--- src/rtl/elevator_alert_controller.sv ---
// elevator_alert_controller
//   Multi-channel latched alert controller for the elevator car. Each channel
//   runs an independent IDLE/PENDING/ACTIVE/MUTED FSM that qualifies its
//   status input against a programmable hold threshold. The lowest-index
//   active alert drives alert_id.
//   Optional feature macro: ALERT_ESCALATE_EN adds per-channel escalation
//   counters. When the macro is undefined, escalate is tied to 0.
//
//   Handshake: status is a level and ack is a one-cycle pulse. There is no
//   ready/valid pairing. An ack counts only on the edge where the channel is
//   ACTIVE, and it is silently dropped in every other state.
module elevator_alert_controller #(
    parameter  int NUM_CH     = 4,
    parameter  int THRESH_W   = 8,
    parameter  int ESC_CYCLES = 1000,
    localparam int ID_W       = (NUM_CH > 1) ? $clog2(NUM_CH) : 1
) (
    input  logic                         clk,
    input  logic                         rst,
    input  logic [NUM_CH-1:0]            status,
    input  logic [NUM_CH*THRESH_W-1:0]   thresh,
    input  logic [NUM_CH-1:0]            ack,
    output logic [NUM_CH-1:0]            alert,
    output logic                         alert_any,
    output logic [ID_W-1:0]              alert_id,
    output logic [NUM_CH-1:0]            escalate,
    output logic [2*NUM_CH-1:0]          state_dbg
);

    typedef enum logic [1:0] {
        ST_IDLE    = 2'd0,
        ST_PENDING = 2'd1,
        ST_ACTIVE  = 2'd2,
        ST_MUTED   = 2'd3
    } state_t;

    // Bad parameter values stop elaboration instead of building a broken block.
    if (NUM_CH < 1 || THRESH_W < 1 || ESC_CYCLES < 1) begin : g_param_check
        $error("elevator_alert_controller: NUM_CH, THRESH_W and ESC_CYCLES must be >= 1");
    end

    state_t              state_q [NUM_CH];
    state_t              state_d [NUM_CH];
    logic [THRESH_W-1:0] cnt_q   [NUM_CH];
    logic [THRESH_W-1:0] cnt_d   [NUM_CH];

    // Per-channel state and hold-counter registers.
    always_ff @(posedge clk or negedge rst) begin
        if (!rst) begin
            for (int i = 0; i < NUM_CH; i++) begin
                state_q[i] <= ST_IDLE;
                cnt_q[i]   <= '0;
            end
        end else begin
            for (int i = 0; i < NUM_CH; i++) begin
                state_q[i] <= state_d[i];
                cnt_q[i]   <= cnt_d[i];
            end
        end
    end

    // Next-state logic. The live threshold is compared on every PENDING cycle.
    always_comb begin
        for (int i = 0; i < NUM_CH; i++) begin
            state_d[i] = state_q[i];
            cnt_d[i]   = cnt_q[i];
            case (state_q[i])
                ST_IDLE: begin
                    if (status[i]) begin
                        if (thresh[i*THRESH_W +: THRESH_W] == '0) begin
                            state_d[i] = ST_ACTIVE;
                        end else begin
                            state_d[i] = ST_PENDING;
                            cnt_d[i]   = THRESH_W'(1);
                        end
                    end
                end
                ST_PENDING: begin
                    if (!status[i]) begin
                        state_d[i] = ST_IDLE;
                        cnt_d[i]   = '0;
                    end else if (cnt_q[i] >= thresh[i*THRESH_W +: THRESH_W]) begin
                        state_d[i] = ST_ACTIVE;
                        cnt_d[i]   = '0;
                    end else if (cnt_q[i] != '1) begin
                        cnt_d[i] = cnt_q[i] + THRESH_W'(1);
                    end
                end
                ST_ACTIVE: begin
                    // The alert stays latched until it is acknowledged. The
                    // status level at the time of the ack picks IDLE or MUTED.
                    if (ack[i]) begin
                        state_d[i] = status[i] ? ST_MUTED : ST_IDLE;
                    end
                end
                ST_MUTED: begin
                    if (!status[i]) begin
                        state_d[i] = ST_IDLE;
                    end
                end
                default: begin
                    state_d[i] = ST_IDLE;
                    cnt_d[i]   = '0;
                end
            endcase
        end
    end

    // The alert and debug outputs come straight from the state registers.
    always_comb begin
        for (int i = 0; i < NUM_CH; i++) begin
            alert[i]            = (state_q[i] == ST_ACTIVE);
            state_dbg[2*i +: 2] = state_q[i];
        end
    end

    // Summary decode: the lowest-index active channel wins.
    always_comb begin
        alert_any = |alert;
        alert_id  = '0;
        for (int i = NUM_CH - 1; i >= 0; i--) begin
            if (alert[i]) begin
                alert_id = ID_W'(i);
            end
        end
    end

`ifdef ALERT_ESCALATE_EN
    localparam int ESC_W = (ESC_CYCLES > 1) ? $clog2(ESC_CYCLES) : 1;

    logic [ESC_W-1:0]  esc_cnt_q [NUM_CH];
    logic [NUM_CH-1:0] esc_q;

    // The escalation timer runs only while a channel stays ACTIVE. It starts
    // at 0 on entry and clears together with the flag when the channel leaves.
    always_ff @(posedge clk or negedge rst) begin
        if (!rst) begin
            for (int i = 0; i < NUM_CH; i++) begin
                esc_cnt_q[i] <= '0;
            end
            esc_q <= '0;
        end else begin
            for (int i = 0; i < NUM_CH; i++) begin
                if (state_q[i] != ST_ACTIVE || state_d[i] != ST_ACTIVE) begin
                    esc_cnt_q[i] <= '0;
                    esc_q[i]     <= 1'b0;
                end else if (esc_cnt_q[i] == ESC_W'(ESC_CYCLES - 1)) begin
                    esc_q[i] <= 1'b1;
                end else begin
                    esc_cnt_q[i] <= esc_cnt_q[i] + ESC_W'(1);
                end
            end
        end
    end

    assign escalate = esc_q;
`else
    assign escalate = '0;
`endif

endmodule

--- config.mk ---
export PLATFORM = sky130hd
export DESIGN_NAME = elevator_alert_controller
export DESIGN_NICKNAME = d
export VERILOG_FILES = /design/src/rtl/elevator_alert_controller.sv
export SDC_FILE = /design/constraint.sdc
export NUM_CORES = 1
export LEC_CHECK = 0
export CORE_AREA = 2 2 84 86
export CTS_CLUSTER_DIAMETER = 50
export CTS_CLUSTER_SIZE = 14
export DETAILED_ROUTE_END_ITERATION = 10
export DIE_AREA = 0 0 86 88
export HOLD_SLACK_MARGIN = 0.03
export PLACE_DENSITY = 0.85
export SLEW_MARGIN = 10
export SYNTH_ARGS = -nofsm -noshare
export SYNTH_HDL_FRONTEND = slang
export SYNTH_SLANG_ARGS = --single-unit
--- constraint.sdc ---
create_clock -name clk -period 2.3 [get_ports clk]
set_input_delay 0.23 -clock clk [delete_from_list [all_inputs] [get_ports clk]]
set_output_delay 0.23 -clock clk [all_outputs]
set_load 0.05 [all_outputs]
### Yosys cells after proc, flatten, opt, wreduce, memory -nomap -nowiden

Cells that the tools add are included.

| storage, ports and cells | value |
|---|---|
| bits in registers | 40 |
| word-level logic and storage cells | 137 |

| operators by class | value |
|---|---|
| add/subtract/negate cells | 4 |
| order comparisons | 4 |
| eq/ne operators | 40 |
| muxes and demuxes | 60 |
| reductions and logical operators | 21 |

Operators with widths:

| kind | number |
|---|---|
| 2-to-1 mux 8 bit | 20 |
| 2-to-1 mux 2 bit | 32 |
| one-hot mux 8 bit (2 select lines) | 4 |
| adder 8 x 1 -> 8 bit, second input constant | 4 |
| greater-or-equal comparator 8 bit | 4 |
| zero test 8 bit | 4 |
| inequality test 2 bit, second input constant | 16 |
| inequality test 8 bit, second input constant | 4 |
| one-hot mux 2 bit (4 select lines) | 4 |
| AND reduction 4 bit | 8 |
| == test 2 bit, second input constant | 8 |
| inequality test 4 bit, second input constant | 4 |
| inequality test 3 bit, second input constant | 4 |
| == test 2 x 1 -> 1 bit, second input constant | 4 |
| zero test 2 bit | 4 |
| nonzero test 2 bit | 4 |
| OR reduction 4 bit | 1 |

### Depth between registers and ports, before layout

Gate-level depths: netlist (run 1).

| depth | value |
|---|---|
| depth after elaboration | 5 |
| gate-level depth with buffers | 9 |
| mapped depth without buffers | 8 |

### Worst setup path after synthesis (run 1)

Ideal clock, no wire load.

| timing | value |
|---|---|
| path kind | register to output |
| start point | register state_q (netlist bit state_dbg[7]) |
| end point | output port alert_id[1] |
| data arrival time | 2.750 ns |
| data required time | 2.070 ns |
| slack | -0.680 ns |
| stages on the path, launching flop included | 5 |
| path buffers | 0 |
| path through | dfrtp_1 inv_1 nor2_1 nor2_1 nor3_1 |

| on the way | value |
|---|---|
| word-level cells in the longest chain between the ends | 5 |

Ends and longest elaborated chain:

| element | RTL line | RTL |
|---|---|---|
| start, declared | 42 | `state_t state_q [NUM_CH];` |
| start signal, assigned by index | 56 | `state_q[i] <= state_d[i];` |
| == test 2 bit | 112 | `alert[i] = (state_q[i] == ST_ACTIVE);` |
| via alert[3] | 23 | `output logic [NUM_CH-1:0] alert,` |
| 2-to-1 mux 2 bit (4 in a row) | 122 | `if (alert[i]) begin` |
| end, declared | 25 | `output logic [ID_W-1:0] alert_id,` |

The timed path passes the listed nets, and every way through them passes these cells.

### Final worst setup path (run 1)

| timing | value |
|---|---|
| start point | register state_q (netlist bit state_dbg[3]) |
| end point | output port alert[1] |

| on the way | value |
|---|---|
| word-level cells in the longest chain between the ends | 1 |

Ends and longest elaborated chain:

| element | RTL line |
|---|---|
| == test 2 bit | 112 |
| end, declared | 23 |

No other way between the ends.

==> metrics.json, run 1 <==
{
  "pwr": {
    "power.density_cell_area_nw_per_um2": 824,
    "power.share.switching": 0.456,
    "p_seq_frac": 0.303,
    "irDropWorstVdd_uv": 410,
    "power_report.internal_total_mw": 1.82,
    "power_mw": 3.35,
    "clock_power_share": 0.176,
    "power.leakage_nw": 1.90,
    "comb_power_share": 0.521,
    "switchingPower_mw": 1.53
  },
  "grt": {
    "grt.total_usage": 0.208,
    "wire_length_of_the_first_global_routing_pass_mm": 13.0,
    "grt_antenna_before_repair": 0,
    "grt_max_degree": 41,
    "globalRouteOverflowTotal": 0,
    "vias_in_the_first_global_route": 3076
  },
  "die": {
    "die-height_microns": 88,
    "rows": 30,
    "floorplan.die_area_sq_um": 7570,
    "starting_density": 0.484,
    "number_of_top_level_pins": 61,
    "core_area_sq_um": 6640,
    "chipWidth_microns": 86
  },
  "setup_path": {
    "rr_startpoint": "cnt_q[29]$_DFFE_PN0P_",
    "timing.critical_path.fanout_max": 8,
    "worst-r2r-cell-count": 8,
    "regToRegSetupSlack_ps": 200,
    "endpoint_kind": "output port",
    "startpoint_type": "register",
    "cp_data_arrival_time_ps": 1940,
    "critical_path.reg2reg.endpoint": "cnt_q[24]$_DFFE_PN0P_",
    "critical_path_required_time_ps": 2070,
    "worstSetupPathType": "register to output port"
  },
  "logic_synthesis": {
    "ys_ff_latch": 40,
    "synth_top_flop_cell": "sky130_fd_sc_hd__dfrtp_1",
    "synth-edff-count": 0,
    "ys_types": 53,
    "synth_largest_area_cell": "sky130_fd_sc_hd__dfrtp_1",
    "seq_area_frac_synth": 0.312,
    "synth_largest_type_area_fraction": 0.312,
    "post_synth.cell_area_avg_sq_um": 8.32,
    "post_synth_inst_count": 386,
    "post_synthesis_async_set_or_reset_flop_share": 1.00,
    "yosysWarnings": 0,
    "synthTopCellsByArea": "sky130_fd_sc_hd__dfrtp_1, sky130_fd_sc_hd__ha_1, sky130_fd_sc_hd__a21oi_1, sky130_fd_sc_hd__inv_1, sky130_fd_sc_hd__nor2_1",
    "netlist_area_sq_um": 3210
  },
  "detailed_routing": {
    "route.detailed.wl_per_inst_microns": 13.9,
    "first_pass_iters": 4,
    "drt-vias-per-instance": 5.83,
    "detail_route.drc_violations": 0,
    "vias_post_dr": 3144,
    "route.antenna.remaining_nets": 0,
    "drt_wl_total_mm": 7.51,
    "initialDrtViolationCount": 141
  },
  "sta": {
    "hold_slack_ps": 53.1,
    "timing_max_transition_violations_final": 0,
    "setup_slack_ps": 125,
    "period_minus_slack_ps": 2170,
    "fmaxAchievable_mhz": 460,
    "skew_ps": 9.51,
    "tightest_slew_ps": 890,
    "worst_slew_margin_rel": 0.406,
    "rsz_0062_raised_after_global_routing": "no",
    "setup-violations-final": 0,
    "timing_hold_violations_final": 0,
    "final_min_period_over_clock_period": 0.946
  },
  "cts": {
    "ctsHoldBuffers": 0,
    "cts_tree": "built",
    "h-tree-depth": 2,
    "cts_made_buffers": 5,
    "worst_setup_hold_path_clk_slew_ps": 90,
    "clockRootBuffer": "sky130_fd_sc_hd__clkbuf_8",
    "clkSinkCount": 40,
    "clk_latency_ps": 290,
    "clock_path_buffers": 2
  },
  "placement": {
    "finalWeightedCongestion": 0.918,
    "postPlaceCellArea_sq_um": 3930,
    "dp_hpwl_mm": 5.81,
    "port_buffers": 56,
    "place_worst_setup_slack_ps": -117
  },
  "outcome": {
    "outcome": "completed"
  },
  "layout": {
    "n_antenna_cell": 0,
    "mostFrequentLayoutCells": "sky130_fd_sc_hd__clkdlybuf4s50_1, sky130_fd_sc_hd__a21oi_1, sky130_fd_sc_hd__inv_1, sky130_fd_sc_hd__dfrtp_1, sky130_fd_sc_hd__ha_1",
    "stdcell_area_sq_um": 4070,
    "area_growth_syn_to_layout_pct": 26.6,
    "final_common_cell": "sky130_fd_sc_hd__clkdlybuf4s50_1",
    "drive_gt1_frac": 0.100,
    "design.final.nets": 536
  },
  "worst_hold_path": {
    "min_path_type": "input port to async pin"
  },
  "run": {
    "max_cap_violations": 0
  }
}
-- state kept, by name, summed over array words and instances, names as in the netlist --
signal / count
state_dbg: 8
cnt_q: 32
-- cells in the mapped netlist (all sizes together), types with 2 or more instances --
master / instances
o31ai: 2
and2: 2
nand3: 22
clkbuf: 2
buf: 7
a31oi: 9
a21o: 5
o21ai: 23
o22a: 2
a211oi: 4
nor4: 8
a311o: 4
dfrtp: 40
o21a: 3
nand4: 10
nand2b: 7
and3: 6
nor2b: 11
nor3: 5
or2: 3
and4: 3
ha: 36
a31o: 3
nor2: 33
inv: 40
a21oi: 44
a211o: 2
nand2: 26
a41oi: 6
a2111oi: 2
a32o: 3
-- stage by stage --
step                TNS (ps)  utilization  cells
floorplan              -44.5            -    389
CTS                        0        0.609    538
global placement        -105        0.592    530
finish                     0        0.612    539
global route               0        0.612    539
detailed placement     -1430        0.592    530
-- worst max-delay path by stage --
stage	startpoint	end	slack, ps	cells past startpoint
after global placement	thresh[25]	cnt_q[6]$_DFFE_PN0P_	-30	9
after global routing	thresh[2]	cnt_q[24]$_DFFE_PN0P_	8	10
after floorplan	state_dbg[7]$_DFFE_PN0P_	alert_id[1]	-30	4
after CTS	state_dbg[1]$_DFFE_PN0P_	alert[0]	60	3
final	state_dbg[3]$_DFFE_PN0P_	alert[1]	130	2
after detailed placement	thresh[2]	cnt_q[24]$_DFFE_PN0P_	-120	10
-- area by class of cell --
class                   instances  area [sq um]
fillers                       571          2580
flip-flops and latches         40          1000
multi-input cells             300          2040
well taps                      80           100
inverters                      40           150
clock buffers                   5          68.8
repair buffers                 71           663
clock inverters                 3          46.3
-- per-layer routing --
layer / vias to the layer above / wire length (microns) / global-route usage / part of all wire
li1: 1565 / - / - / -
met3: 6 / 313 / 0.0349 / 0.042
met2: 72 / 3830 / 0.391 / 0.51
met1: 1501 / 3310 / 0.249 / 0.44
met4: 0 / 53 / 0.0462 / 0.0071
met5: - / 0 / 0 / 0
-- critical path, cell delays in order, from the launching register on --
cell and delay [ps]:
sky130_fd_sc_hd__dfrtp_1 450, sky130_fd_sc_hd__nor2b_2 340, sky130_fd_sc_hd__clkdlybuf4s50_1 860
-- kinds of logic (layout without fill, tap and decap cells) --
kind of cell,Yosys count,after routing,synth area share
buffers and inverters,49,119,0.0658
adders and majority gates,36,36,0.140
AOI/OAI and AO/OA,122,122,0.261
other,1,4,0.00117
DFF,40,40,0.312
and+or+nand+nor,138,138,0.221
-- power groups by stage --
| stage | registers [mW] | clock network [mW] | logic (mW) |
|---|---|---|---|
| 6_report | 1.02 | 0.589 | 1.75 |
| 5_1_grt | 1.05 | 0.634 | 1.91 |
| 4_1_cts | 1.01 | 0.603 | 1.74 |
| 3_5_place_dp | 1.03 | 0 | 1.73 |
| 3_3_place_gp | 1.02 | 0 | 1.69 |
| 2_1_floorplan | 1.17 | 0 | 0.999 |
-- timing repair --
action / CTS / global route
gates resized for setup: 0 / 5
buffers inserted: 0 / 1
setup endpoints to repair: 0 / 5
(Power assumes the default switching activity.)
==> run 2: changes to the inputs <==
--- a/config.mk
+++ b/config.mk
@@ -12,6 +12,6 @@
 export DIE_AREA = 0 0 86 88
 export HOLD_SLACK_MARGIN = 0.03
+export MAX_ROUTING_LAYER = met4
 export PLACE_DENSITY = 0.85
-export SLEW_MARGIN = 10
 export SYNTH_ARGS = -nofsm -noshare
 export SYNTH_HDL_FRONTEND = slang
==> constraint.sdc (replaced) <==
create_clock -name clk -period 2.3 [get_ports clk]
set_input_delay 0.23 -clock clk [delete_from_list [all_inputs] [get_ports clk]]
set_output_delay 0.23 -clock clk [all_outputs]
set_load 0.005 [all_outputs]
==> run 2 against run 1 <==
Against the previous run:
- setup slack improved by 75 ps
- hold slack better by 4.7 ps
- utilization down 0.68 points
- critical path depth rose by 7
- global-route usage increased by 0.42 points
- clock power is 18% lower
- highest routed layer unchanged
- flip-flop and latch count did not move
- clock skew shrank 1.6 ps
- clock-buffer cell count rose by 2
- fmax is 3.6% higher
==> metrics.json, run 2 (synthesized netlist as in run 1, its figures left out) <==
{
  "setup_path": {
    "worstSetupPathType": {"value": "input port to register", "change": "was register to output port"},
    "critical_path_required_time": {"value": 2520, "unit": "ps", "change": "was 2070 ps"},
    "endpoint_kind": {"value": "register", "change": "was output port"},
    "timing.critical_path.fanout_max": {"value": 10, "change": "was 8"},
    "startpoint_type": {"value": "input port", "change": "was register"},
    "cp_data_arrival_time": {"value": 2320, "unit": "ps", "change": "was 1940 ps"},
    "worst-r2r-cell-count": {"value": 8, "change": "unchanged"}
  },
  "layout": {
    "n_antenna_cell": {"value": 0, "change": "unchanged"},
    "final_common_cell": {"value": "sky130_fd_sc_hd__clkdlybuf4s50_1", "change": "unchanged"},
    "stdcell_area": {"value": 4020, "unit": "sq um", "change": "was 4070 sq um"},
    "fillers": {"value": 568, "change": "was 571"},
    "regMostFlops": {"value": "cnt_q", "change": "unchanged"},
    "area_growth_syn_to_layout": {"value": 25.2, "unit": "%", "change": "was 26.6%"},
    "mostFrequentLayoutCells": {"value": "sky130_fd_sc_hd__clkdlybuf4s50_1, sky130_fd_sc_hd__a21oi_1, sky130_fd_sc_hd__inv_1, sky130_fd_sc_hd__dfrtp_1, sky130_fd_sc_hd__ha_1", "change": "unchanged"},
    "design.final.nets": {"value": 535, "change": "was 536"},
    "drive_gt1_frac": {"value": 0.0742, "change": "was 0.100"},
    "largest_register_ff_count": {"value": 32, "change": "unchanged"},
    "final-instance-count-excl-fill": {"value": 538, "change": "was 539"}
  },
  "pwr": {
    "clock_power_share": {"value": 0.171, "change": "was 0.176"},
    "irDropWorstVdd": {"value": 286, "unit": "uV", "change": "was 410 uV"},
    "switchingPower": {"value": 1.07, "unit": "mW", "change": "was 1.53 mW"},
    "power.leakage": {"value": 1.86, "unit": "nW", "change": "was 1.90 nW"},
    "p_seq_frac": {"value": 0.362, "change": "was 0.303"},
    "comb_power_share": {"value": 0.467, "change": "was 0.521"},
    "power.share.switching": {"value": 0.381, "change": "was 0.456"},
    "power.density_cell_area": {"value": 698, "unit": "nW/um^2", "change": "was 824 nW/um^2"},
    "power_report.internal_total": {"value": 1.74, "unit": "mW", "change": "was 1.82 mW"},
    "power": {"value": 2.81, "unit": "mW", "change": "was 3.35 mW"}
  },
  "sta": {
    "setup_slack": {"value": 200, "unit": "ps", "change": "was 125 ps"},
    "tightest_slew": {"value": 861, "unit": "ps", "change": "was 890 ps"},
    "rsz_0062_raised_after_global_routing": {"value": "no", "change": "unchanged"},
    "worst_slew_margin_rel": {"value": 0.426, "change": "was 0.406"},
    "skew": {"value": 7.92, "unit": "ps", "change": "was 9.51 ps"},
    "timing_hold_violations_final": {"value": 0, "change": "unchanged"},
    "timing_max_transition_violations_final": {"value": 0, "change": "unchanged"},
    "fmaxAchievable": {"value": 476, "unit": "MHz", "change": "was 460 MHz"},
    "period_minus_slack": {"value": 2100, "unit": "ps", "change": "was 2170 ps"},
    "setup-violations-final": {"value": 0, "change": "unchanged"},
    "final_min_period_over_clock_period": {"value": 0.913, "change": "was 0.946"}
  },
  "detailed_routing": {
    "drt_wl_total": {"value": 7.45, "unit": "mm", "change": "was 7.51 mm"},
    "vias_post_dr": {"value": 3101, "change": "was 3,144"},
    "drt-vias-per-instance": {"value": 5.76, "change": "was 5.83"},
    "first_pass_iters": {"value": 4, "change": "unchanged"},
    "route.detailed.wl_per_inst": {"value": 13.8, "unit": "microns", "change": "was 13.9 microns"},
    "detail_route.drc_violations": {"value": 0, "change": "unchanged"},
    "route.antenna.remaining_nets": {"value": 0, "change": "unchanged"},
    "initialDrtViolationCount": {"value": 140, "change": "was 141"}
  },
  "cts": {
    "clock_path_buffers": {"value": 2, "change": "unchanged"},
    "clkSinkCount": {"value": 40, "change": "unchanged"},
    "h-tree-depth": {"value": 2, "change": "unchanged"},
    "clk_latency": {"value": 280, "unit": "ps", "change": "was 290 ps"},
    "cts_tree": {"value": "built", "change": "unchanged"},
    "clockRootBuffer": {"value": "sky130_fd_sc_hd__clkbuf_8", "change": "unchanged"},
    "cts_post_setup_buffers_inserted": {"value": 0, "change": "unchanged"},
    "cts_made_buffers": {"value": 5, "change": "unchanged"},
    "worst_setup_hold_path_clk_slew": {"value": 80, "unit": "ps", "change": "was 90 ps"},
    "ctsHoldBuffers": {"value": 0, "change": "unchanged"},
    "cts-resized-gates": {"value": 0, "change": "unchanged"}
  },
  "placement": {
    "finalWeightedCongestion": {"value": 0.922, "change": "was 0.918"},
    "dp_hpwl": {"value": 5.89, "unit": "mm", "change": "was 5.81 mm"},
    "port_buffers": {"value": 56, "change": "unchanged"},
    "postPlaceCellArea": {"value": 3920, "unit": "sq um", "change": "was 3930 sq um"},
    "place.detailed.instances": {"value": 530, "change": "unchanged"},
    "place_worst_setup_slack": {"value": -94.2, "unit": "ps", "change": "was -117 ps"}
  },
  "die": {
    "floorplan.die_area": {"value": 7570, "unit": "sq um", "change": "unchanged"},
    "core_area": {"value": 6640, "unit": "sq um", "change": "unchanged"},
    "chipWidth": {"value": 86, "unit": "microns", "change": "unchanged"},
    "starting_density": {"value": 0.484, "change": "unchanged"},
    "die-height": {"value": 88, "unit": "microns", "change": "unchanged"},
    "number_of_top_level_pins": {"value": 61, "change": "unchanged"},
    "rows": {"value": 30, "change": "unchanged"}
  },
  "grt": {
    "grt_antenna_before_repair": {"value": 0, "change": "unchanged"},
    "wire_length_of_the_first_global_routing_pass": {"value": 13.0, "unit": "mm", "change": "about the same"},
    "grt_max_degree": {"value": 41, "change": "unchanged"},
    "grt.total_usage": {"value": 0.212, "change": "was 0.208"},
    "globalRouteOverflowTotal": {"value": 0, "change": "unchanged"},
    "vias_in_the_first_global_route": {"value": 3048, "change": "was 3,076"}
  },
  "run": {
    "max_cap_violations": {"value": 0, "change": "unchanged"}
  },
  "worst_hold_path": {
    "min_path_type": {"value": "input port to async pin", "change": "unchanged"}
  },
  "outcome": {
    "outcome": {"value": "completed", "change": "unchanged"}
  }
}
[run 2: worst paths after layout]
check / slack [ps] / to / start
worst min-delay path: 60 / cnt_q[23]$_DFFE_PN0P_ / rst
worst max-delay path: 200 / cnt_q[6]$_DFFE_PN0P_ / thresh[25]
worst max register to register: 210 / cnt_q[11]$_DFFE_PN0P_ / cnt_q[8]$_DFFE_PN0P_
max in group asynchronous: 1650 / cnt_q[26]$_DFFE_PN0P_ / rst
worst min register to register: 560 / cnt_q[30]$_DFFE_PN0P_ / cnt_q[30]$_DFFE_PN0P_
min in group clk: 560 / cnt_q[30]$_DFFE_PN0P_ / cnt_q[30]$_DFFE_PN0P_
[run 2: layout make-up]
type / instances / area [sq um] / share of cell area
sequential: 40 / 1000 / 0.249
multi-input combinational: 300 / 2010 / 0.501
inverter: 40 / 150 / 0.0373
timing repair buffer: 70 / 661 / 0.164
tap: 80 / 100 / 0.0249
clock inverter: 1 / 7.51 / 0.00187
clock buffer: 7 / 86.3 / 0.0215
[run 2: routing by layer]
| metal | wire (microns) | global-route usage | part of all wire | vias up |
|---|---|---|---|---|
| met2 | 3790 | 0.384 | 0.51 | 69 |
| li1 | - | - | - | 1558 |
| met4 | 66 | 0.0519 | 0.0089 | 0 |
| met3 | 314 | 0.0349 | 0.042 | 8 |
| met1 | 3270 | 0.246 | 0.44 | 1466 |
| met5 | 0 | - | 0 | - |
[run 2: worst max-delay path, cell delays in order]
cell and delay, ps:
sky130_fd_sc_hd__clkdlybuf4s50_1 490, sky130_fd_sc_hd__inv_1 50, sky130_fd_sc_hd__ha_1 290, sky130_fd_sc_hd__nor2b_1 130, sky130_fd_sc_hd__o211a_1 240, sky130_fd_sc_hd__o311ai_4 250
sky130_fd_sc_hd__nand3_2 220, sky130_fd_sc_hd__or2_0 280, sky130_fd_sc_hd__a21oi_1 140
[run 2: metrics by stage]
stage          setup TNS, ps   util  hold slack, ps
4_1_cts                    0  0.605            85.4
3_3_place_gp           -74.0  0.591             390
3_5_place_dp            -914  0.591             396
5_1_grt                    0  0.605             121
6_report                   0  0.605            57.8
2_1_floorplan              0      -           -65.6
[run 2: power groups by stage]
stage               Combinational (mW)  Clock, mW  Sequential [mW]
floorplan                        0.752          0            0.983
global placement                  1.25          0             1.01
detailed placement                1.31          0             1.02
CTS                               1.31      0.498             1.01
global route                      1.47      0.526             1.04
finish                            1.31      0.481             1.01
